<file path="src/rtl/alu_rs_scheduler_pkg.sv">
// Shared core constants and types for the ALU reservation station scheduler.
// Latency: n/a (types and constants only).
// Backpressure: n/a.
package alu_rs_scheduler_pkg;

  localparam int RS_ENTRIES = 4;  // ALU reservation station depth (power of two, 2..8)
  localparam int RS_CNT_W   = 2;  // occupancy counter is RS_CNT_W+1 bits wide
  localparam int ROB_TAG_W  = 6;  // reorder buffer tag width used by the rest of the core

  // Entry index; sized from RS_ENTRIES, so a scheduler built with a different
  // ENTRIES value must also change RS_ENTRIES here.
  typedef logic [$clog2(RS_ENTRIES)-1:0] rs_idx_t;

endpackage

</file>
<file path="src/rtl/alu_rs_scheduler_if.sv">
// Dispatch/issue handshake bundle between rename, the ALU RS entries and the scheduler.
// Latency: n/a (wires only).
// Backpressure: dispatchReady throttles rename; aluReady throttles issue.
// Ports: master = rename/ALU side (drives flush, dispatchValid, selectReq, aluReady);
//        slave  = scheduler (drives dispatchReady, writeReq, selected, execute, clear, occupancy).
interface alu_rs_scheduler_if
  import alu_rs_scheduler_pkg::*;
#(
  parameter int ENTRIES = RS_ENTRIES,
  parameter int CNT_W   = RS_CNT_W
) ();

  logic               flush;
  logic               dispatchValid;
  logic               dispatchReady;
  logic [ENTRIES-1:0] writeReq;
  logic [ENTRIES-1:0] selectReq;
  logic               aluReady;
  logic [ENTRIES-1:0] selected;
  logic               execute;
  logic               clear;
  logic [CNT_W:0]     occupancy;

  modport master (
    output flush, dispatchValid, selectReq, aluReady,
    input  dispatchReady, writeReq, selected, execute, clear, occupancy
  );

  modport slave (
    input  flush, dispatchValid, selectReq, aluReady,
    output dispatchReady, writeReq, selected, execute, clear, occupancy
  );

endinterface

</file>
<file path="src/rtl/alu_rs_scheduler_age_matrix.sv">
// Age matrix over RS entries plus combinational oldest-eligible pick.
// Latency: grant is combinational from eligible; matrix updates on the next posedge.
// Backpressure: none; the caller decides whether the grant is used.
// Ports: clk_i, reset_i (sync, high), flush_i, occupied_i (registered occupancy),
//        alloc_i (one-hot allocation), eligible_i, grant_o (one-hot oldest eligible).
module rs_age_matrix #(
  parameter int ENTRIES = 4
) (
  input  logic               clk_i,
  input  logic               reset_i,
  input  logic               flush_i,
  input  logic [ENTRIES-1:0] occupied_i,
  input  logic [ENTRIES-1:0] alloc_i,
  input  logic [ENTRIES-1:0] eligible_i,
  output logic [ENTRIES-1:0] grant_o
);

  // older_q[i][j] = 1: entry i was allocated before entry j.
  logic [ENTRIES-1:0][ENTRIES-1:0] older_q, older_d;

  // A new entry is younger than everything currently resident: its column is
  // rewritten from occupancy and its row cleared. Stale rows of freed entries
  // never matter because only occupied entries can be eligible.
  always_comb begin
    older_d = older_q;
    if (flush_i) begin
      older_d = '0;
    end else begin
      for (int k = 0; k < ENTRIES; k++) begin
        if (alloc_i[k]) begin
          for (int j = 0; j < ENTRIES; j++) begin
            older_d[j][k] = occupied_i[j];
            older_d[k][j] = 1'b0;
          end
        end
      end
    end
  end

  // Occupied entries form a total order, so exactly one eligible entry has no
  // older eligible peer.
  always_comb begin : pick
    logic blocked;
    blocked = 1'b0;
    grant_o = '0;
    for (int i = 0; i < ENTRIES; i++) begin
      blocked = 1'b0;
      for (int j = 0; j < ENTRIES; j++) begin
        if (eligible_i[j] && older_q[j][i]) blocked = 1'b1;
      end
      if (eligible_i[i] && !blocked) grant_o[i] = 1'b1;
    end
  end

  always_ff @(posedge clk_i) begin
    if (reset_i) older_q <= '0;
    else         older_q <= older_d;
  end

endmodule

</file>
<file path="src/rtl/alu_rs_scheduler.sv">
// ALU reservation station scheduler: free-slot allocation, oldest-first issue, occupancy, flush.
// Latency: writeReq/selected/execute combinational in the request cycle; state updates next posedge.
// Backpressure: dispatchReady low when full, flushing or in reset; no issue without aluReady.
// Ports: clk, reset (sync, high), rs (slave side of alu_rs_scheduler_if).
module alu_rs_scheduler
  import alu_rs_scheduler_pkg::*;
#(
  parameter int ENTRIES = RS_ENTRIES,
  parameter int CNT_W   = RS_CNT_W
) (
  input  logic                  clk,
  input  logic                  reset,
  alu_rs_scheduler_if.slave     rs
);

  localparam logic [CNT_W:0] FULL = (CNT_W+1)'(ENTRIES);
  localparam logic [CNT_W:0] ONE  = (CNT_W+1)'(1);

  logic [ENTRIES-1:0] occupied_q, occupied_d;
  logic [CNT_W:0]     occupancy_q, occupancy_d;
  logic               kill;
  logic               alloc, issue;
  logic               free_found;
  rs_idx_t            free_idx;
  logic [ENTRIES-1:0] alloc_oh, eligible, grant, issue_oh;

  // Reset and flush both squash every request in the same cycle.
  assign kill = reset | rs.flush;

  // Ready comes from registered occupancy only; a slot freed by this cycle's
  // issue is not offered until the next cycle.
  assign rs.dispatchReady = !kill && (occupancy_q < FULL);

  // Lowest-index free slot: scan high to low so the last hit wins.
  always_comb begin
    free_idx   = '0;
    free_found = 1'b0;
    for (int i = ENTRIES-1; i >= 0; i--) begin
      if (!occupied_q[i]) begin
        free_idx   = rs_idx_t'(i);
        free_found = 1'b1;
      end
    end
  end

  assign alloc = rs.dispatchValid && rs.dispatchReady && free_found;

  always_comb begin
    alloc_oh = '0;
    for (int i = 0; i < ENTRIES; i++) begin
      alloc_oh[i] = alloc && (free_idx == rs_idx_t'(i));
    end
  end

  // Uses registered occupancy, so an entry written this cycle cannot issue yet.
  assign eligible = occupied_q & rs.selectReq;

  rs_age_matrix #(.ENTRIES(ENTRIES)) u_age (
    .clk_i      (clk),
    .reset_i    (reset),
    .flush_i    (rs.flush),
    .occupied_i (occupied_q),
    .alloc_i    (alloc_oh),
    .eligible_i (eligible),
    .grant_o    (grant)
  );

  assign issue    = rs.aluReady && !kill && (|eligible);
  assign issue_oh = issue ? grant : '0;

  assign rs.writeReq  = alloc_oh;
  assign rs.selected  = issue_oh;
  assign rs.execute   = issue;
  assign rs.clear     = kill;
  assign rs.occupancy = occupancy_q;

  always_comb begin
    occupied_d  = (occupied_q & ~issue_oh) | alloc_oh;
    occupancy_d = occupancy_q;
    if (rs.flush) begin
      occupied_d  = '0;
      occupancy_d = '0;
    end else if (alloc && !issue) begin
      occupancy_d = occupancy_q + ONE;
    end else if (issue && !alloc) begin
      occupancy_d = occupancy_q - ONE;
    end
  end

  always_ff @(posedge clk) begin
    if (reset) begin
      occupied_q  <= '0;
      occupancy_q <= '0;
    end else begin
      occupied_q  <= occupied_d;
      occupancy_q <= occupancy_d;
    end
  end

endmodule

</file>
<file path="src/flat_wrapper.sv">
// flat-port wrapper written by rule: the top's interface ports become plain ports
module alu_rs_scheduler_flat import alu_rs_scheduler_pkg::*;
#(
  parameter int ENTRIES = RS_ENTRIES,
  parameter int CNT_W   = RS_CNT_W
)
  (clk, reset, rs_flush, rs_dispatchValid, rs_selectReq, rs_aluReady, rs_dispatchReady, rs_writeReq, rs_selected, rs_execute, rs_clear, rs_occupancy);
  alu_rs_scheduler_if #(.ENTRIES(ENTRIES), .CNT_W(CNT_W)) rs_i ();
  input  logic clk;
  input  logic reset;
  input wire logic [$bits(rs_i.flush)-1:0] rs_flush;
  input wire logic [$bits(rs_i.dispatchValid)-1:0] rs_dispatchValid;
  input wire logic [$bits(rs_i.selectReq)-1:0] rs_selectReq;
  input wire logic [$bits(rs_i.aluReady)-1:0] rs_aluReady;
  output wire logic [$bits(rs_i.dispatchReady)-1:0] rs_dispatchReady;
  output wire logic [$bits(rs_i.writeReq)-1:0] rs_writeReq;
  output wire logic [$bits(rs_i.selected)-1:0] rs_selected;
  output wire logic [$bits(rs_i.execute)-1:0] rs_execute;
  output wire logic [$bits(rs_i.clear)-1:0] rs_clear;
  output wire logic [$bits(rs_i.occupancy)-1:0] rs_occupancy;
  assign rs_i.flush = rs_flush;
  assign rs_i.dispatchValid = rs_dispatchValid;
  assign rs_i.selectReq = rs_selectReq;
  assign rs_i.aluReady = rs_aluReady;
  assign rs_dispatchReady = rs_i.dispatchReady;
  assign rs_writeReq = rs_i.writeReq;
  assign rs_selected = rs_i.selected;
  assign rs_execute = rs_i.execute;
  assign rs_clear = rs_i.clear;
  assign rs_occupancy = rs_i.occupancy;
  alu_rs_scheduler #(.ENTRIES(ENTRIES), .CNT_W(CNT_W)) u_core (.clk(clk), .reset(reset), .rs(rs_i));
endmodule
</file>
<file path="config.mk">
export PLATFORM = sky130hd
export DESIGN_NAME = alu_rs_scheduler_flat
export DESIGN_NICKNAME = d
export VERILOG_FILES = /design/src/rtl/alu_rs_scheduler_pkg.sv /design/src/rtl/alu_rs_scheduler_if.sv /design/src/rtl/alu_rs_scheduler_age_matrix.sv /design/src/rtl/alu_rs_scheduler.sv /design/src/flat_wrapper.sv
export SDC_FILE = /design/constraint.sdc
export NUM_CORES = 1
export LEC_CHECK = 0
export ABC_AREA = 0
export BUFFER_PORTS_ARGS = -buffer_cell sky130_fd_sc_hd__buf_4
export CAP_MARGIN = 20
export CORE_MARGIN = 1.5
export CORE_UTILIZATION = 55
export DETAILED_ROUTE_END_ITERATION = 16
export PLACE_DENSITY = 0.83
export SLEW_MARGIN = 20
export SYNTH_ARGS = -nofsm -noshare
export SYNTH_HDL_FRONTEND = slang
export SYNTH_SLANG_ARGS = --single-unit
</file>
<file path="constraint.sdc">
create_clock -name clk -period 7.7 [get_ports clk]
set_clock_uncertainty 0.15 [all_clocks]
set_input_delay 0 -clock clk [delete_from_list [all_inputs] [get_ports clk]]
set_output_delay 0 -clock clk [all_outputs]
set_load 0.01 [all_outputs]
</file>
; ---- Word-level counts from Yosys, hierarchy flattened
; Cells that the tools add are included.
[classes]
shifts = 0
add_sub_neg = 2
n_mul = 0
bitwise_logic = 5
eq_ne = 3
order_cmp = 1
n_mux = 38
div = 0
n_reduce_logical = 47
[ops]
columns = operator, count
row1 = 2-to-1 mux 1 bit, 28
row2 = logical AND 1 bit, 27
row3 = nonzero test 2 bit, 7
row4 = 2-to-1 mux 4 bit, 3
row5 = OR reduction 3 bit, 3
row6 = AND 4 bit, 2
row7 = 2-to-1 mux 2 bit, 4
row8 = zero test 1 bit, 7
row9 = 2-to-1 mux 3 bit, 2
row10 = 2-to-1 mux 5 bit, 1
row11 = equality test 2 bit (second input constant), 2
row12 = inverter 4 bit, 1
row13 = bitwise OR 4 bit, 1
row14 = OR reduction 4 bit, 1
row15 = adder 3 x 1 -> 3 bit (second input constant), 1
row16 = less-than comparator 3 bit (second input constant), 1
row17 = subtractor 3 x 1 -> 3 bit (second input constant), 1
row18 = equality test 2 x 1 -> 1 bit (second input constant), 1
row19 = zero test 2 bit, 1
row20 = OR reduction 2 bit, 1
row21 = bitwise OR 1 bit, 1
[totals]
mem_count = 0
mem_bits_rw = 0
wordCells = 110
output_inout_bits = 14
inputBits = 9
romBits = 0
latch_bits = 0
register_bits = 19

; ---- Logic depth before layout (Yosys ltp)
; Gate-level depths: netlist of the first run.
[logic_depth]
ltp_word = 12
mapped_depth = 9
ltp_nobuf = 8

; ---- Hierarchy
; Synthesis of the first run repeated with hierarchy kept, for this count alone.
[unflattened]
cells_unflattened = 115
hier_area_um2 = 1067.3
[by_module_without_submodules]
columns = mod, seq_area_each_um2, area_per_inst_um2, n_inst, cells_per_inst
row1 = rs_age_matrix, 240.2, 580.6, 1, 60
row2 = alu_rs_scheduler, 140.1, 486.7, 1, 55

; ---- Worst setup path before layout of the first run
; Ideal clock, no wire load.
[synth_path]
kind = reg2reg
startpoint = reg u_core.occupancy_q[2], in the netlist u_core.rs.occupancy[2]
endpoint = reg u_core.occupancy_q[2], in the netlist u_core.rs.occupancy[2]
setup_time_ps = 73
required_time_ps = 7477
arrival_ps = 2381
path_stages_with_launch = 10
path_slack_ps = 5097
period_less_slack_ps = 2603
n_path_buf = 1
cell_sequence = dfxtp_1 -> or4b_1 -> buf_6 -> a41oi_1 -> ha_1 -> inv_1 -> fa_1 -> xor2_1 -> or3_1 -> a21oi_1
[synth_via]
elab_chain_len = 7
word_cells_on_any_way = 12
cone_classes = add/sub: 2 / order compare: 1 / mux: 2 / reduce/logical: 7
[synth_lines]
columns = item, line_no
row1 = start: declaration, alu_rs_scheduler.sv:20  ; logic [CNT_W:0] occupancy_q, occupancy_d;
row2 = start signal: assignment, alu_rs_scheduler.sv:96  ; occupancy_q <= occupancy_d;
row3 = less-than comparator 3 bit, alu_rs_scheduler.sv:32  ; assign rs.dispatchReady = !kill && (occupancy_q < FULL);
row4 = logical AND 1 bit, alu_rs_scheduler.sv:32
row5 = logical AND 1 bit (2 in series), alu_rs_scheduler.sv:46  ; assign alloc = rs.dispatchValid && rs.dispatchReady && free_found;
row6 = zero test 1 bit, alu_rs_scheduler.sv:85  ; end else if (issue && !alloc) begin
row7 = logical AND 1 bit, alu_rs_scheduler.sv:85
row8 = nonzero test 2 bit (no source line), -
; Several ways; a longest one is shown, not always the timed one. The select of a mux whose other input is x is not followed.
; A chain may end at the register's enable or synchronous reset.

; ---- Final worst setup path of the first run
; Same ends and word-level chain as after synthesis.

==> metrics.cfg, run 1 <==
[flow_run]
maxCapViolCount = 0

[cells_and_area]
final_net_count = 135
antenna_cells = 0
drive_gt1_frac = 0.3252
final_util = 0.7106
area_growth_syn_to_layout_pct = 23.41

[pwr]
power_mw = 0.1710
p_per_area_mw_per_mm2 = 140.9
peakVddDrop_mv = 0.1287
p_leak_nw = 0.4801

[min_path]
hp-start = rs_selectReq[1]
min_path_cells = 4
hp-class = input pin to register
worstHoldEndpoint = u_core.occupied_q[1]

[timing]
fin_ws_ps = 4806
max_freq_ghz = 0.3456
fin_crit_sh = 0.3758
setup_viol = 0
setup_tns_ps = 0
finalMaxSlewViolations = 0
relSlewSlack = 0.5643
tightest_slew_ps = 644.5
hold_viol = 0
min_period_ps = 2894
hold-worst-slack_ps = 10.13
rsz0062_at_grt = no

[floorplanning]
die_h_um = 45.29
initial_core_util = 0.5758
core-area_mm2 = 0.001708
die_width_um = 45.29
die_area_mm2 = 0.002051
fp-row-count = 15
io_pins = 23

[grt]
grt_start_max_net_pins = 14
grt_pass1_wl_um = 3401
overflow = 0
grtUsageTotal = 0.2415
grt_antenna_before_repair = 0
grt_pass1_vias = 776

[synth]
yosysMostFrequentCell = dfxtp_1
postSynthCellCount = 99
yosysTopAreaCell = dfxtp_1
synthTopCellsByArea = dfxtp_1 39%, mux2i_1 5.1%, a2111oi_2 4.6%
syn_area_per_cell_um2 = 9.934
synth_area_um2 = 983.4
ys_types = 41
yosys_warnings = 0
syn-num-nets = 110
synth-edff-count = 0
synth_top_cell_area_share = 0.3868
async_reset_ff_frac = 0
synth_ff_type = dfxtp_1
synth_common_cells = 19 x dfxtp_1, 9 x nand2_1, 7 x nor2_1
synth_sequential_area_ratio = 0.3868
synth_seq_cells = 19

[clock_network]
htree_num_levels = 1
tritoncts = built
post_cts_buffers = 0
clockRootBuffer = clkbuf_4
ctsResizeCount = 0
numCtsBuffers = 3
path_clk_slew_ps = 110
clk_latency_ps = 310
clkSinkCount = 19
max-clock-path-buffers = 2

[critical_path]
r2r_slack_ps = 4810
reg2reg_from = u_core.rs.occupancy[2]
cp_max_fo = 6
cp.required_ps = 7800
r2r-end = u_core.rs.occupancy[2]
rr_worst_depth = 8
critPathKind = register to register
arrival_ps = 2990
critPathLaunchType = register
end_kind = register

[routing]
viasPerCell = 5.764
finalWirelength_um = 2235
vias = 853
drt_pass1_iterations = 4
drc_errors = 0
drtIter0Drc = 11
wl_per_cell_um = 15.10
ant_nets = 0

[placed_design]
hpwlAfterDp_um = 1600
port_buffers = 22
dp_slack_ps = 4834
place.gp.congestion = 0.8287

[status]
status = completed

## final cells by class
cell class / instances / area, um^2
Tap cell: 25 / 31.28
Multi-Input combinational cell: 69 / 548.0
Fill cell: 130 / 494.2
Inverter: 5 / 18.77
Sequential cell: 19 / 380.4
Clock buffer: 3 / 22.52
Timing Repair Buffer: 26 / 205.2
Clock inverter: 1 / 7.507
## where the power goes
group / internal, mW / switching (mW)
clock: 0.0199 / 0.0338
sequential: 0.0990 / 0.00105
combinational: 0.00835 / 0.00896
total: 0.127 / 0.0438
## sequential cells by signal, summed over array words and instances (netlist names)
register	cells
u_core.occupied_q	4
u_core.rs.occupancy	3
u_core.u_age.older_q	12
## cells by family (layout without fill, tap and decap cells)
group           Yosys count  in the layout  share of synthesized area
compound gates           23             23                     0.2201
xor+xnor                  2              2                    0.01781
fa+ha+maj                 2              2                    0.03308
buf+inv                  11             35                    0.05598
flops                    19             19                     0.3868
mux                       5              5                    0.05089
simple gates             37             37                     0.2354
## worst max-delay path by stage
stage / cells past startpoint / to / from
after floorplan: 9 / u_core.rs.occupancy[2] / u_core.rs.occupancy[2]
after global routing: 8 / u_core.rs.occupancy[2] / u_core.rs.occupancy[2]
after global placement: 8 / u_core.rs.occupancy[2] / u_core.rs.occupancy[2]
after detailed placement: 8 / u_core.rs.occupancy[2] / u_core.rs.occupancy[2]
final: 8 / u_core.rs.occupancy[2] / u_core.rs.occupancy[2]
after CTS: 8 / u_core.rs.occupancy[2] / u_core.rs.occupancy[2]
## repair_timing
action,CTS,global route
endpoints found under the setup margin,0,0
endpoints found under the hold margin,8,0
hold buffers,4,0
## critical path, cell delays in order, from the launching register on
cell and delay [ps]:
dfxtp_1 360, or4b_1 760, a41oi_1 270, ha_1 220, inv_1 60, fa_1 390, xor2_1 170, or3_1 300
a21oi_1 140
## cell usage in the layout, fill, tap and decap left out, types with 3 or more instances in the layout
master | netlist | routed
buf_4 | 1 | 22
dfxtp_1 | 19 | 19
nand2_1 | 9 | 9
nor2_1 | 7 | 7
mux2i_1 | 5 | 5
nor3_1 | 5 | 5
inv_1 | 4 | 4
dlygate4sd3_1 | 0 | 4
a2111oi_2 | 3 | 3
o21ai_0 | 3 | 3
a21oi_1 | 3 | 3
clkbuf_4 | 0 | 3
## metal layers
metal	wire, um	vias to the layer above	global-route usage
met2	1050	24	0.3714
met1	1011	412	0.2847
li1	-	410	-
met3	119	7	0.09200
met5	0	-	0
met4	54	0	0.1412
## metrics by stage
| stage | std cells | cell area, um^2 |
|---|---|---|
| 2_1_floorplan | 99 | 983.4 |
| 3_3_place_gp | 140 | 1144 |
| 4_1_cts | 148 | 1214 |
| 5_1_grt | 148 | 1214 |
| 6_report | 148 | 1214 |
| 3_5_place_dp | 140 | 1144 |
(Power assumes the default switching activity.)
==> inputs of run 2 (changes only) <==
--- a/config.mk
+++ b/config.mk
@@ -5,13 +5,13 @@
 export SDC_FILE = /design/constraint.sdc
 export NUM_CORES = 1
 export LEC_CHECK = 0
-export ABC_AREA = 0
+export ABC_AREA = 1
 export BUFFER_PORTS_ARGS = -buffer_cell sky130_fd_sc_hd__buf_4
 export CAP_MARGIN = 20
 export CORE_MARGIN = 1.5
-export CORE_UTILIZATION = 55
+export CORE_UTILIZATION = 53
 export DETAILED_ROUTE_END_ITERATION = 16
-export PLACE_DENSITY = 0.83
+export PLACE_DENSITY = 0.8
 export SLEW_MARGIN = 20
 export SYNTH_ARGS = -nofsm -noshare
 export SYNTH_HDL_FRONTEND = slang
==> constraint.sdc (replaced) <==
create_clock -name clk -period 3 [get_ports clk]
set_clock_uncertainty 0.15 [all_clocks]
set_input_delay 0 -clock clk [delete_from_list [all_inputs] [get_ports clk]]
set_output_delay 0 -clock clk [all_outputs]
set_load 0.01 [all_outputs]
==> metrics.cfg, run 2 <==
[synth]
yosysTopAreaCell = dfxtp_1  ; unchanged
yosysMostFrequentCell = nand2_1  ; was dfxtp_1
synth_sequential_area_ratio = 0.3523  ; was 0.3868
synth-edff-count = 0  ; unchanged
syn_area_per_cell_um2 = 6.665  ; was 9.934 um^2
synth_ff_type = dfxtp_1  ; unchanged
synth_area_mm2 = 0.001080  ; was 983.4 um^2
yosys_warnings = 0  ; unchanged
async_reset_ff_frac = 0  ; unchanged
synth_seq_cells = 19  ; unchanged
synth_top_cell_area_share = 0.3523  ; was 0.3868
synthTopCellsByArea = dfxtp_1 35%, nand2_1 18%, inv_1 7.3%  ; was dfxtp_1 39%, mux2i_1 5.1%, a2111oi_2 4.6%
syn-num-nets = 173  ; was 110
postSynthCellCount = 162  ; was 99
synth_common_cells = 53 x nand2_1, 21 x inv_1, 19 x dfxtp_1  ; was 19 x dfxtp_1, 9 x nand2_1, 7 x nor2_1
ys_types = 24  ; was 41

[cells_and_area]
nFillCells = 199  ; was 130
largest_reg_flops = 12  ; unchanged
layout_commonest_cell = nand2_1  ; was buf_4
final_cell_mix = 53 x nand2_1, 22 x buf_4, 21 x inv_1  ; was 22 x buf_4, 19 x dfxtp_1, 9 x nand2_1
design_area_mm2 = 0.001287  ; was 0.001214 mm^2
register_area_um2 = 380.4  ; unchanged
area_growth_syn_to_layout_pct = 19.23  ; was 23.41%
multi_input_area_um2 = 564.3  ; was 548.0 um^2
regMostFlops = u_core.u_age.older_q  ; unchanged
antenna_cells = 0  ; unchanged
final_net_count = 198  ; was 135
drive_gt1_frac = 0.1989  ; was 0.3252

[clock_network]
max-clock-path-buffers = 2  ; unchanged
clk_latency_ps = 300  ; was 310 ps
clkSinkCount = 19  ; unchanged
ctsResizeCount = 0  ; unchanged
post_cts_buffers = 0  ; unchanged
htree_num_levels = 1  ; unchanged
path_clk_slew_ps = 110  ; about the same
clockRootBuffer = clkbuf_4  ; unchanged
tritoncts = built  ; unchanged
numCtsBuffers = 3  ; unchanged

[status]
status = completed  ; unchanged

[placed_design]
place.gp.congestion = 0.8592  ; was 0.8287
place_area_mm2 = 0.001230  ; was 0.001144 mm^2
port_buffers = 22  ; unchanged
hpwlAfterDp_um = 1874  ; was 1600 um

[critical_path]
cp.required_ps = 3050  ; was 7800 ps
cp_max_fo = 16  ; was 6
path_cells = dlygate4sd3_1, buf_4, nor2_4, nand3_4, nor2_4, ha_1, inv_1, fa_1, a21oi_1, o21ai_0, xor2_1, nor2_1  ; was or4b_1, a41oi_1, ha_1, inv_1, fa_1, xor2_1, or3_1, a21oi_1
critPathLaunchType = input pin  ; was register
cp_common_cell = nor2_4
end_kind = register  ; unchanged
cpPeakStageDelay_ps = 530  ; was 760 ps
critPathKind = input pin to register  ; was register to register
cpMaxStageDelayCell = dlygate4sd3_1  ; was or4b_1
arrival_ps = 2550  ; was 2990 ps

[routing]
wl_per_cell_um = 11.05  ; was 15.10 um
vias = 1043  ; was 853
drtIter0Drc = 28  ; was 11
viasPerCell = 4.897  ; was 5.764
drt_pass1_iterations = 4  ; unchanged
finalWirelength_um = 2354  ; was 2235 um
ant_nets = 0  ; unchanged
drc_errors = 0  ; unchanged

[grt]
grt_pass1_vias = 895  ; was 776
grt_antenna_before_repair = 0  ; unchanged
overflow = 0  ; unchanged
grt_start_max_net_pins = 17  ; was 14
grt_pass1_wl_um = 3726  ; was 3401 um
grtUsageTotal = 0.2329  ; was 0.2415

[timing]
tightest_slew_ps = 357.4  ; was 644.5 ps
setup_viol = 0  ; unchanged
max_freq_ghz = 0.4003
fin_crit_sh = 0.8327
hold_viol = 0  ; unchanged
finalMaxSlewViolations = 0  ; unchanged
relSlewSlack = 0.7612  ; was 0.5643
min_period_ps = 2498
rsz0062_at_grt = no  ; unchanged
setup_tns_ps = 0  ; unchanged

[floorplanning]
die_area_mm2 = 0.002317  ; was 0.002051 mm^2
fp-row-count = 16  ; was 15
die_h_um = 48.14  ; was 45.29 um
core-area_mm2 = 0.001942  ; was 0.001708 mm^2
die_width_um = 48.14  ; was 45.29 um
initial_core_util = 0.5561  ; was 0.5758
io_pins = 23  ; unchanged

[min_path]
hp-class = input pin to register  ; unchanged

[flow_run]
maxCapViolCount = 0  ; unchanged

[pwr]
p_leak_nw = 0.6450  ; was 0.4801 nW
p_per_area_mw_per_mm2 = 335.6  ; was 140.9 mW/mm^2
peakVddDrop_mv = 0.2134  ; was 0.1287 mV

==> run 2: changes by cell type after synthesis, sizes merged, moves of 5 or more <==
cell,before,now
inv,5,22
nor2,9,19
nand2,9,57
nand3,2,16
mux2i,5,0
nor3,8,0
a21oi,3,12
==> run 2: worst paths after layout <==
kind,from,endpoint,slack [ps],cells after the start
max,rs_flush,u_core.rs.occupancy[2],500,12
min,rs_dispatchValid,u_core.u_age.older_q[9],5,5
max reg2reg,u_core.occupied_q[1],u_core.rs.occupancy[2],700,10
min reg2reg,u_core.u_age.older_q[9],u_core.u_age.older_q[9],320,2
==> run 2: logic make-up after synthesis <==
logic type / Yosys count / synth area share
AOI/OAI and AO/OA: 17 / 0.08112
xor gates and xnor gates: 1 / 0.008113
adders and majority gates: 2 / 0.03013
buffers and inverters: 28 / 0.1251
DFF: 19 / 0.3523
and+or+nand+nor: 95 / 0.4032
==> run 2: worst max-delay path: cells and delay by family <==
kind / cells / cell delay (ps)
xor gates and xnor gates: 1 / 140
and+or+nand+nor: 4 / 800
buffers and inverters: 3 / 740
adders and majority gates: 2 / 610
AOI/OAI and AO/OA: 2 / 260
==> run 2: metrics by stage <==
step | util | hold WS [ps] | std cells | total power [mW] | worst slack (ps)
finish | 0.6630 | 4.778 | 213 | 0.4321 | 501.8
global placement | 0.6334 | 177.0 | 206 | 0.3040 | 786.0
CTS | 0.6630 | 0.2433 | 213 | 0.4360 | 484.0
global route | 0.6630 | 23.37 | 213 | 0.4516 | 314.2
detailed placement | 0.6334 | 182.0 | 206 | 0.3052 | 719.2
floorplan | - | -27.56 | 162 | 0.2868 | 911.2
==> run 2: area by class of cell <==
cell class	instances	share of cell area
multi-input cells	115	0.4383
flip-flops and latches	19	0.2954
repair buffers	25	0.1516
inverters	23	0.06706
well taps	27	0.02624
clock buffers	3	0.01749
clock inverters	1	0.003887
==> run 2: report_power, final <==
group	switching [mW]	internal (mW)
Combinational	0.0240	0.0215
Clock	0.0802	0.0497
Sequential	0.00240	0.254
Total	0.107	0.326
==> run 2: routing by layer <==
metal  vias to the layer above  share of wire  global-route usage
li1                        552              -                   -
met5                         -              0                   0
met2                        26           0.48              0.3920
met3                         2          0.045             0.04444
met1                       463           0.47              0.3018
met4                         0         0.0059             0.07027
==> run 2: what timing repair did <==
action	in CTS	in global routing
hold buffers	3	0
setup endpoints to repair	0	0
hold endpoints to repair	16	0
